===== src/rtl/match_sequencer_if.sv =====
// Move handshake and board-register bus between match_sequencer, the two
// requesters and the position registers.
interface match_sequencer_if;
    logic       pl_req;
    logic [3:0] pl_pos;
    logic       pl_ack;
    logic       pl_nack;
    logic       pc_req;
    logic [3:0] pc_pos;
    logic       pc_ack;
    logic       pc_nack;
    logic [8:0] occupied;
    logic       win;
    logic       no_space;
    logic       wr_en;
    logic [3:0] wr_pos;
    logic [1:0] wr_who;
    logic       board_clear;

    modport master (
        input  pl_req, pl_pos, pc_req, pc_pos, occupied, win, no_space,
        output pl_ack, pl_nack, pc_ack, pc_nack, wr_en, wr_pos, wr_who, board_clear
    );

    modport slave (
        output pl_req, pl_pos, pc_req, pc_pos, occupied, win, no_space,
        input  pl_ack, pl_nack, pc_ack, pc_nack, wr_en, wr_pos, wr_who, board_clear
    );
endinterface


===== src/rtl/match_sequencer.sv =====
// Turn-and-match controller for tic-tac-toe: arbitrates player/computer moves,
// validates them against the board, and runs a best-of-N match with scores.
module match_sequencer #(
    parameter int unsigned MOVE_TIMEOUT    = 255,
    parameter int unsigned GAMES_PER_MATCH = 3
) (
    input  logic                clock,
    input  logic                reset,
    input  logic                start,
    match_sequencer_if.master   bus,
    output logic [1:0]          turn,
    output logic [3:0]          pl_score,
    output logic [3:0]          pc_score,
    output logic [3:0]          draws,
    output logic [3:0]          game_cnt,
    output logic                match_done,
    output logic [1:0]          match_winner
);

    localparam logic [2:0] IDLE       = 3'd0;
    localparam logic [2:0] CLEAR      = 3'd1;
    localparam logic [2:0] WAIT_MOVE  = 3'd2;
    localparam logic [2:0] WRITE      = 3'd3;
    localparam logic [2:0] REJECT     = 3'd4;
    localparam logic [2:0] CHECK      = 3'd5;
    localparam logic [2:0] GAME_END   = 3'd6;
    localparam logic [2:0] MATCH_DONE = 3'd7;

    localparam logic [15:0] TIMEOUT_LAST = 16'(MOVE_TIMEOUT - 1);
    localparam logic [3:0]  GAMES        = 4'(GAMES_PER_MATCH);
    localparam logic [3:0]  MAJORITY     = 4'(GAMES_PER_MATCH / 2);

    localparam logic [1:0] WHO_PL = 2'b01;
    localparam logic [1:0] WHO_PC = 2'b10;

    logic [2:0]  state_q, state_d;
    logic        starter_q, starter_d;   // 0 player, 1 computer
    logic        mover_q, mover_d;       // side holding the current turn
    logic [15:0] timer_q, timer_d;
    logic [1:0]  turn_q, turn_d;
    logic [3:0]  pl_score_q, pl_score_d;
    logic [3:0]  pc_score_q, pc_score_d;
    logic [3:0]  draws_q, draws_d;
    logic [3:0]  game_cnt_q, game_cnt_d;
    logic        match_done_q, match_done_d;
    logic [1:0]  match_winner_q, match_winner_d;
    logic        wr_en_q, wr_en_d;
    logic [3:0]  wr_pos_q, wr_pos_d;
    logic [1:0]  wr_who_q, wr_who_d;
    logic        board_clear_q, board_clear_d;
    logic        pl_ack_q, pl_ack_d;
    logic        pl_nack_q, pl_nack_d;
    logic        pc_ack_q, pc_ack_d;
    logic        pc_nack_q, pc_nack_d;

    logic        req_sel;
    logic [3:0]  pos_sel;
    logic [15:0] occ_ext;
    logic        pos_bad;

    function automatic logic [1:0] side_code(input logic side);
        return side ? WHO_PC : WHO_PL;
    endfunction

    // Only the turn holder's request is looked at; the other side is ignored.
    assign req_sel = mover_q ? bus.pc_req : bus.pl_req;
    assign pos_sel = mover_q ? bus.pc_pos : bus.pl_pos;
    assign occ_ext = {7'd0, bus.occupied};
    assign pos_bad = (pos_sel > 4'd8) || occ_ext[pos_sel];

    always_comb begin
        state_d        = state_q;
        starter_d      = starter_q;
        mover_d        = mover_q;
        timer_d        = timer_q;
        turn_d         = turn_q;
        pl_score_d     = pl_score_q;
        pc_score_d     = pc_score_q;
        draws_d        = draws_q;
        game_cnt_d     = game_cnt_q;
        match_done_d   = match_done_q;
        match_winner_d = match_winner_q;
        wr_en_d        = 1'b0;
        wr_pos_d       = wr_pos_q;
        wr_who_d       = wr_who_q;
        board_clear_d  = 1'b0;
        pl_ack_d       = 1'b0;
        pl_nack_d      = 1'b0;
        pc_ack_d       = 1'b0;
        pc_nack_d      = 1'b0;

        case (state_q)
            IDLE, MATCH_DONE: begin
                if (start) begin
                    state_d        = CLEAR;
                    board_clear_d  = 1'b1;
                    starter_d      = 1'b0;
                    pl_score_d     = 4'd0;
                    pc_score_d     = 4'd0;
                    draws_d        = 4'd0;
                    game_cnt_d     = 4'd0;
                    match_done_d   = 1'b0;
                    match_winner_d = 2'b00;
                end
            end

            CLEAR: begin
                state_d = WAIT_MOVE;
                mover_d = starter_q;
                turn_d  = side_code(starter_q);
                timer_d = 16'd0;
            end

            WAIT_MOVE: begin
                if (req_sel) begin
                    if (pos_bad) begin
                        state_d   = REJECT;
                        pl_nack_d = ~mover_q;
                        pc_nack_d = mover_q;
                    end else begin
                        state_d  = WRITE;
                        wr_en_d  = 1'b1;
                        wr_pos_d = pos_sel;
                        wr_who_d = side_code(mover_q);
                        pl_ack_d = ~mover_q;
                        pc_ack_d = mover_q;
                        turn_d   = 2'b00;
                    end
                end else if (timer_q == TIMEOUT_LAST) begin
                    // Idle turn holder forfeits; opponent takes the game.
                    state_d = GAME_END;
                    turn_d  = 2'b00;
                    if (mover_q) pl_score_d = pl_score_q + 4'd1;
                    else         pc_score_d = pc_score_q + 4'd1;
                end else begin
                    timer_d = timer_q + 16'd1;
                end
            end

            REJECT: state_d = WAIT_MOVE;

            WRITE: state_d = CHECK;

            CHECK: begin
                if (bus.win) begin
                    state_d = GAME_END;
                    if (wr_who_q == WHO_PL)      pl_score_d = pl_score_q + 4'd1;
                    else if (wr_who_q == WHO_PC) pc_score_d = pc_score_q + 4'd1;
                end else if (bus.no_space) begin
                    state_d = GAME_END;
                    draws_d = draws_q + 4'd1;
                end else begin
                    state_d = WAIT_MOVE;
                    mover_d = ~mover_q;
                    turn_d  = side_code(~mover_q);
                    timer_d = 16'd0;
                end
            end

            GAME_END: begin
                game_cnt_d = game_cnt_q + 4'd1;
                if ((game_cnt_d == GAMES) || (pl_score_q > MAJORITY) ||
                    (pc_score_q > MAJORITY)) begin
                    state_d      = MATCH_DONE;
                    match_done_d = 1'b1;
                    if (pl_score_q > pc_score_q)      match_winner_d = WHO_PL;
                    else if (pc_score_q > pl_score_q) match_winner_d = WHO_PC;
                    else                              match_winner_d = 2'b11;
                end else begin
                    state_d       = CLEAR;
                    board_clear_d = 1'b1;
                    starter_d     = ~starter_q;
                end
            end

            default: state_d = IDLE;
        endcase
    end

    always_ff @(posedge clock) begin
        if (reset) begin
            state_q        <= IDLE;
            starter_q      <= 1'b0;
            mover_q        <= 1'b0;
            timer_q        <= 16'd0;
            turn_q         <= 2'b00;
            pl_score_q     <= 4'd0;
            pc_score_q     <= 4'd0;
            draws_q        <= 4'd0;
            game_cnt_q     <= 4'd0;
            match_done_q   <= 1'b0;
            match_winner_q <= 2'b00;
            wr_en_q        <= 1'b0;
            wr_pos_q       <= 4'd0;
            wr_who_q       <= 2'b00;
            board_clear_q  <= 1'b0;
            pl_ack_q       <= 1'b0;
            pl_nack_q      <= 1'b0;
            pc_ack_q       <= 1'b0;
            pc_nack_q      <= 1'b0;
        end else begin
            state_q        <= state_d;
            starter_q      <= starter_d;
            mover_q        <= mover_d;
            timer_q        <= timer_d;
            turn_q         <= turn_d;
            pl_score_q     <= pl_score_d;
            pc_score_q     <= pc_score_d;
            draws_q        <= draws_d;
            game_cnt_q     <= game_cnt_d;
            match_done_q   <= match_done_d;
            match_winner_q <= match_winner_d;
            wr_en_q        <= wr_en_d;
            wr_pos_q       <= wr_pos_d;
            wr_who_q       <= wr_who_d;
            board_clear_q  <= board_clear_d;
            pl_ack_q       <= pl_ack_d;
            pl_nack_q      <= pl_nack_d;
            pc_ack_q       <= pc_ack_d;
            pc_nack_q      <= pc_nack_d;
        end
    end

    assign bus.pl_ack      = pl_ack_q;
    assign bus.pl_nack     = pl_nack_q;
    assign bus.pc_ack      = pc_ack_q;
    assign bus.pc_nack     = pc_nack_q;
    assign bus.wr_en       = wr_en_q;
    assign bus.wr_pos      = wr_pos_q;
    assign bus.wr_who      = wr_who_q;
    assign bus.board_clear = board_clear_q;

    assign turn         = turn_q;
    assign pl_score     = pl_score_q;
    assign pc_score     = pc_score_q;
    assign draws        = draws_q;
    assign game_cnt     = game_cnt_q;
    assign match_done   = match_done_q;
    assign match_winner = match_winner_q;

endmodule


===== src/flat_wrapper.sv =====
// flat-port wrapper written by rule: the top's interface ports become plain ports
module match_sequencer_flat 
#(
    parameter int unsigned MOVE_TIMEOUT    = 255,
    parameter int unsigned GAMES_PER_MATCH = 3
)
  (clock, reset, start, turn, pl_score, pc_score, draws, game_cnt, match_done, match_winner, bus_pl_req, bus_pl_pos, bus_pc_req, bus_pc_pos, bus_occupied, bus_win, bus_no_space, bus_pl_ack, bus_pl_nack, bus_pc_ack, bus_pc_nack, bus_wr_en, bus_wr_pos, bus_wr_who, bus_board_clear);
  match_sequencer_if bus_i ();
  input  logic clock;
  input  logic reset;
  input  logic start;
  output logic [1:0] turn;
  output logic [3:0] pl_score;
  output logic [3:0] pc_score;
  output logic [3:0] draws;
  output logic [3:0] game_cnt;
  output logic match_done;
  output logic [1:0] match_winner;
  input wire logic [$bits(bus_i.pl_req)-1:0] bus_pl_req;
  input wire logic [$bits(bus_i.pl_pos)-1:0] bus_pl_pos;
  input wire logic [$bits(bus_i.pc_req)-1:0] bus_pc_req;
  input wire logic [$bits(bus_i.pc_pos)-1:0] bus_pc_pos;
  input wire logic [$bits(bus_i.occupied)-1:0] bus_occupied;
  input wire logic [$bits(bus_i.win)-1:0] bus_win;
  input wire logic [$bits(bus_i.no_space)-1:0] bus_no_space;
  output wire logic [$bits(bus_i.pl_ack)-1:0] bus_pl_ack;
  output wire logic [$bits(bus_i.pl_nack)-1:0] bus_pl_nack;
  output wire logic [$bits(bus_i.pc_ack)-1:0] bus_pc_ack;
  output wire logic [$bits(bus_i.pc_nack)-1:0] bus_pc_nack;
  output wire logic [$bits(bus_i.wr_en)-1:0] bus_wr_en;
  output wire logic [$bits(bus_i.wr_pos)-1:0] bus_wr_pos;
  output wire logic [$bits(bus_i.wr_who)-1:0] bus_wr_who;
  output wire logic [$bits(bus_i.board_clear)-1:0] bus_board_clear;
  assign bus_i.pl_req = bus_pl_req;
  assign bus_i.pl_pos = bus_pl_pos;
  assign bus_i.pc_req = bus_pc_req;
  assign bus_i.pc_pos = bus_pc_pos;
  assign bus_i.occupied = bus_occupied;
  assign bus_i.win = bus_win;
  assign bus_i.no_space = bus_no_space;
  assign bus_pl_ack = bus_i.pl_ack;
  assign bus_pl_nack = bus_i.pl_nack;
  assign bus_pc_ack = bus_i.pc_ack;
  assign bus_pc_nack = bus_i.pc_nack;
  assign bus_wr_en = bus_i.wr_en;
  assign bus_wr_pos = bus_i.wr_pos;
  assign bus_wr_who = bus_i.wr_who;
  assign bus_board_clear = bus_i.board_clear;
  match_sequencer #(.MOVE_TIMEOUT(MOVE_TIMEOUT), .GAMES_PER_MATCH(GAMES_PER_MATCH)) u_core (.clock(clock), .reset(reset), .start(start), .bus(bus_i), .turn(turn), .pl_score(pl_score), .pc_score(pc_score), .draws(draws), .game_cnt(game_cnt), .match_done(match_done), .match_winner(match_winner));
endmodule

===== config.mk =====
export PLATFORM = sky130hd
export DESIGN_NAME = match_sequencer_flat
export DESIGN_NICKNAME = d
export VERILOG_FILES = /design/src/rtl/match_sequencer_if.sv /design/src/rtl/match_sequencer.sv /design/src/flat_wrapper.sv
export SDC_FILE = /design/constraint.sdc
export NUM_CORES = 1
export LEC_CHECK = 0
export BUFFER_PORTS_ARGS = -buffer_cell sky130_fd_sc_hd__clkbuf_2
export CORE_ASPECT_RATIO = 0.7
export CORE_UTILIZATION = 50
export CTS_CLUSTER_SIZE = 40
export DETAILED_ROUTE_END_ITERATION = 12
export PLACE_DENSITY = 0.75
export SYNTH_ARGS = -nofsm -noshare
export SYNTH_HDL_FRONTEND = slang
export SYNTH_SLANG_ARGS = --single-unit

===== constraint.sdc =====
create_clock -name clock -period 6.85 [get_ports clock]
set_clock_uncertainty 0.2 [all_clocks]
set_input_delay 1.37 -clock clock [delete_from_list [all_inputs] [get_ports clock]]
set_output_delay 1.37 -clock clock [all_outputs]
set_load 0.01 [all_outputs]

==> summary.txt <==
Status
  – Outcome: complete, no violations

STA
  – Rel. slew slack: roughly 44%
  – Worst hold margin: 0.268 ns
  – Slew Limit Fails: 0
  – Max frequency: 0.304 GHz
  – Tcrit/Tclk final: between 40% and 50%
  – RSZ-0062 raised after global routing: false
  – Setup violators final: 0
  – Final Hold Fails: 0
  – Tightest Pin Transition: between 0.8 and 0.9 ns
  – Setup_tns: 0 ns
  – Crit path time final: approximately 3.3 ns

Yosys
  – Mean post-synth cell area: ~8.3 um2
  – Simple-Gate Fraction of Synth Area: approximately a quarter
  – Post-synthesis xor/xnor area fraction: under 10%
  – EDFF count, synth: 0
  – Synthesized cell area: 0.00295 mm2
  – Synthesized Nets: between 300 and 400
  – Top post-synthesis cells by area: dfxtp_1, ha_1, a21oi_1, nor2_1, o21ai_0
  – Combinational family with the most area after synthesis: simple AND/OR/NAND/NOR gates
  – Top cell type's share of synthesized area: about 37%
  – Most frequent cell after synthesis: dfxtp_1
  – Compound-gate portion of the synthesized area: around a fifth
  – Fraction of registers with async set/reset: 0%
  – Post-synthesis mux area share: between 7 and 8%
  – Cells after synthesis: ~350
  – Ys flop type: dfxtp_1
  – Synth area leader: dfxtp_1
  – Synth top cells by count: dfxtp_1, a21oi_1, nor2_1
  – Adder-cell share of the synthesized area: 6.37%
  – Sequential fraction of the synthesis area: 36.7%
  – Ys Warns: 0
  – FF+latch count, synth: between 50 and 60
  – Netlist cell types: 57

Finish
  – Fraction of layout cells with a size suffix above 1: 19.8%
  – Layout area overhead: 14.7%
  – Register area: between 0.001 and 0.0015 mm2
  – Area of the multi-input gates: 0.00176 mm2
  – Fillers: roughly 480
  – Final #Nets: 443
  – Number of inserted diodes: 0
  – Util after Layout: about three fifths

Routing
  – Routed length per placed instance: around 14 um
  – DRT antenna net count: 0
  – Vias per Instance: between 5 and 6
  – Initial DRT Pass Iterations: 5
  – Met3 wire len: between 300 and 400 um
  – Met2 wire len: 2760 um
  – DRC Markers: 0
  – M1 WL: 3460 um
  – Initial DRC Count: 191
  – DR top layer: met4
  – DR vias: about 2,800
  – Final wirelength: roughly 6700 um

Clock tree
  – CTS tree: yes
  – Clk sinks: 54
  – Num CTS Buffers: 5
  – Max Root-Sink Buffers: 2
  – Clk slew on worst S/H paths: around 0.1 ns
  – Clock latency on the worst-skew pair: around 0.32 ns
  – H-tree levels: 2
  – Post-cts resize count: 0
  – Hold_buf cts: 0
  – Postcts setup bufs: 0
  – CTS root buf: clkbuf_8

Placement
  – RePlAce Congestion: roughly 0.81
  – DP Wirelength: about 5000 um
  – I/O Buffers: between 50 and 60

Worst setup path
  – Crit path DAT: roughly 3.3 ns
  – Crit Path Category: input port to flip-flop
  – Required time of the critical path: roughly 6.9 ns
  – Crit path launch type: input port
  – Max Fanout on Critical Path: 14
  – CP endpoint kind: flip-flop

Floorplan
  – Initial Utilization: 54.0%
  – Row count: 22
  – Full die area: 0.00621 mm2
  – Die H: 66.2 um
  – Die Span X: about 94 um
  – Top-Level Pins: 57
  – Core Area: 0.00545 mm2

Global route
  – Grt total ovfl: 0
  – Largest net degree at the start of global routing: 28
  – Global-route wire length before repair: about 11,000 um
  – Antenna violations before repair: 0
  – GRT Overall Usage: 22.7%
  – Vias in the first global route: approximately 2,400

Power and ir drop
  – Static Leakage: about 1.3 nW
  – Max VDD drop: between 0.0001 and 0.00015 V
  – Power Density: around 180 mW/mm2

Job
  – Max-Cap Viols: 0

Worst hold path
  – Hold crit path type: flip-flop to flip-flop
-- registers in the layout, indices dropped and copies added (netlist names) --
signal / flops
u_core.turn: 2
u_core.starter_q: 1
u_core.pl_score: 4
u_core.bus.wr_who: 2
u_core.bus.board_clear: 1
u_core.bus.pl_nack: 1
u_core.match_done: 1
u_core.game_cnt: 4
u_core.mover_q: 1
u_core.draws: 4
u_core.match_winner: 2
u_core.bus.wr_pos: 4
u_core.timer_q: 16
u_core.pc_score: 4
u_core.bus.pc_ack: 1
u_core.state_q: 3
u_core.bus.wr_en: 1
u_core.bus.pl_ack: 1
u_core.bus.pc_nack: 1
-- logic make-up (layout without fill, tap and decap cells) --
| family | count (synthesis) | after routing |
|---|---|---|
| AOI/OAI and AO/OA | 98 | 98 |
| xor gates and xnor gates | 6 | 6 |
| adders and majority gates | 15 | 15 |
| buffers and inverters | 28 | 79 |
| DFF | 54 | 54 |
| muxes | 16 | 16 |
| and+or+nand+nor | 137 | 137 |
-- stage by stage --
| stage | setup WS, ns | power (mW) | area [um2] | cells |
|---|---|---|---|---|
| 2_1_floorplan | 3.64 | 0.372 | 2950 | 354 |
| 3_3_place_gp | 3.38 | 0.391 | 3260 | 469 |
| 3_5_place_dp | 3.26 | 0.393 | 3260 | 469 |
| 4_1_cts | 3.57 | 0.609 | 3380 | 477 |
| 5_1_grt | 3.34 | 0.627 | 3380 | 477 |
| 6_report | 3.57 | 0.604 | 3380 | 477 |
-- final timing paths --
| check | startpoint | to | slack [ns] | cells past startpoint |
|---|---|---|---|---|
| max | bus_no_space | u_core.timer_q[15]$_SDFFE_PP0P_ | 3.57 | 5 |
| min | u_core.match_winner[1]$_SDFFE_PP0P_ | u_core.match_winner[1]$_SDFFE_PP0P_ | 0.27 | 2 |
| max reg2reg | u_core.mover_q$_SDFFE_PP0P_ | u_core.timer_q[15]$_SDFFE_PP0P_ | 4.05 | 5 |
| min reg2reg | u_core.match_winner[1]$_SDFFE_PP0P_ | u_core.match_winner[1]$_SDFFE_PP0P_ | 0.27 | 2 |
-- worst max-delay path, stage by stage --
cell       delay [ns]
clkbuf_2         0.14
o32ai_1          0.51
o2111ai_1        0.53
or4_1            0.62
a21oi_1          0.15
-- placed cells by master (no fill, tap or decap), types with 12 or more instances in the layout --
master / Yosys / layout
nand2_1: 21 / 21
or3_1: 15 / 15
inv_1: 14 / 14
o21ai_0: 26 / 26
nor2_1: 36 / 36
ha_1: 15 / 15
a21oi_1: 37 / 37
dfxtp_1: 54 / 54
clkbuf_2: 0 / 56
nand3_1: 12 / 12
-- layer usage --
layer,up-vias,global-route usage (%)
met4,0,6.35
met5,-,0
met1,1275,32.7
li1,1395,-
met3,12,4.25
met2,81,34.3
-- cell type report --
class | count | share of cell area [%]
Tap cell | 72 | 2.67
Inverter | 15 | 1.67
Clock buffer | 5 | 2.04
Clock inverter | 3 | 1.30
Sequential cell | 54 | 32.0
Timing Repair Buffer | 56 | 8.30
Multi-Input combinational cell | 272 | 52.0
-- power by group --
| group | switching [mW] | internal, mW | total (mW) | leakage [nW] |
|---|---|---|---|---|
| Clock | 0.108 | 0.110 | 0.218 | 0.0585 |
| Combinational | 0.0400 | 0.0251 | 0.0651 | 0.778 |
| Sequential | 0.00473 | 0.317 | 0.321 | 0.436 |
No activity file was read; power rests on OpenSTA's default activity.
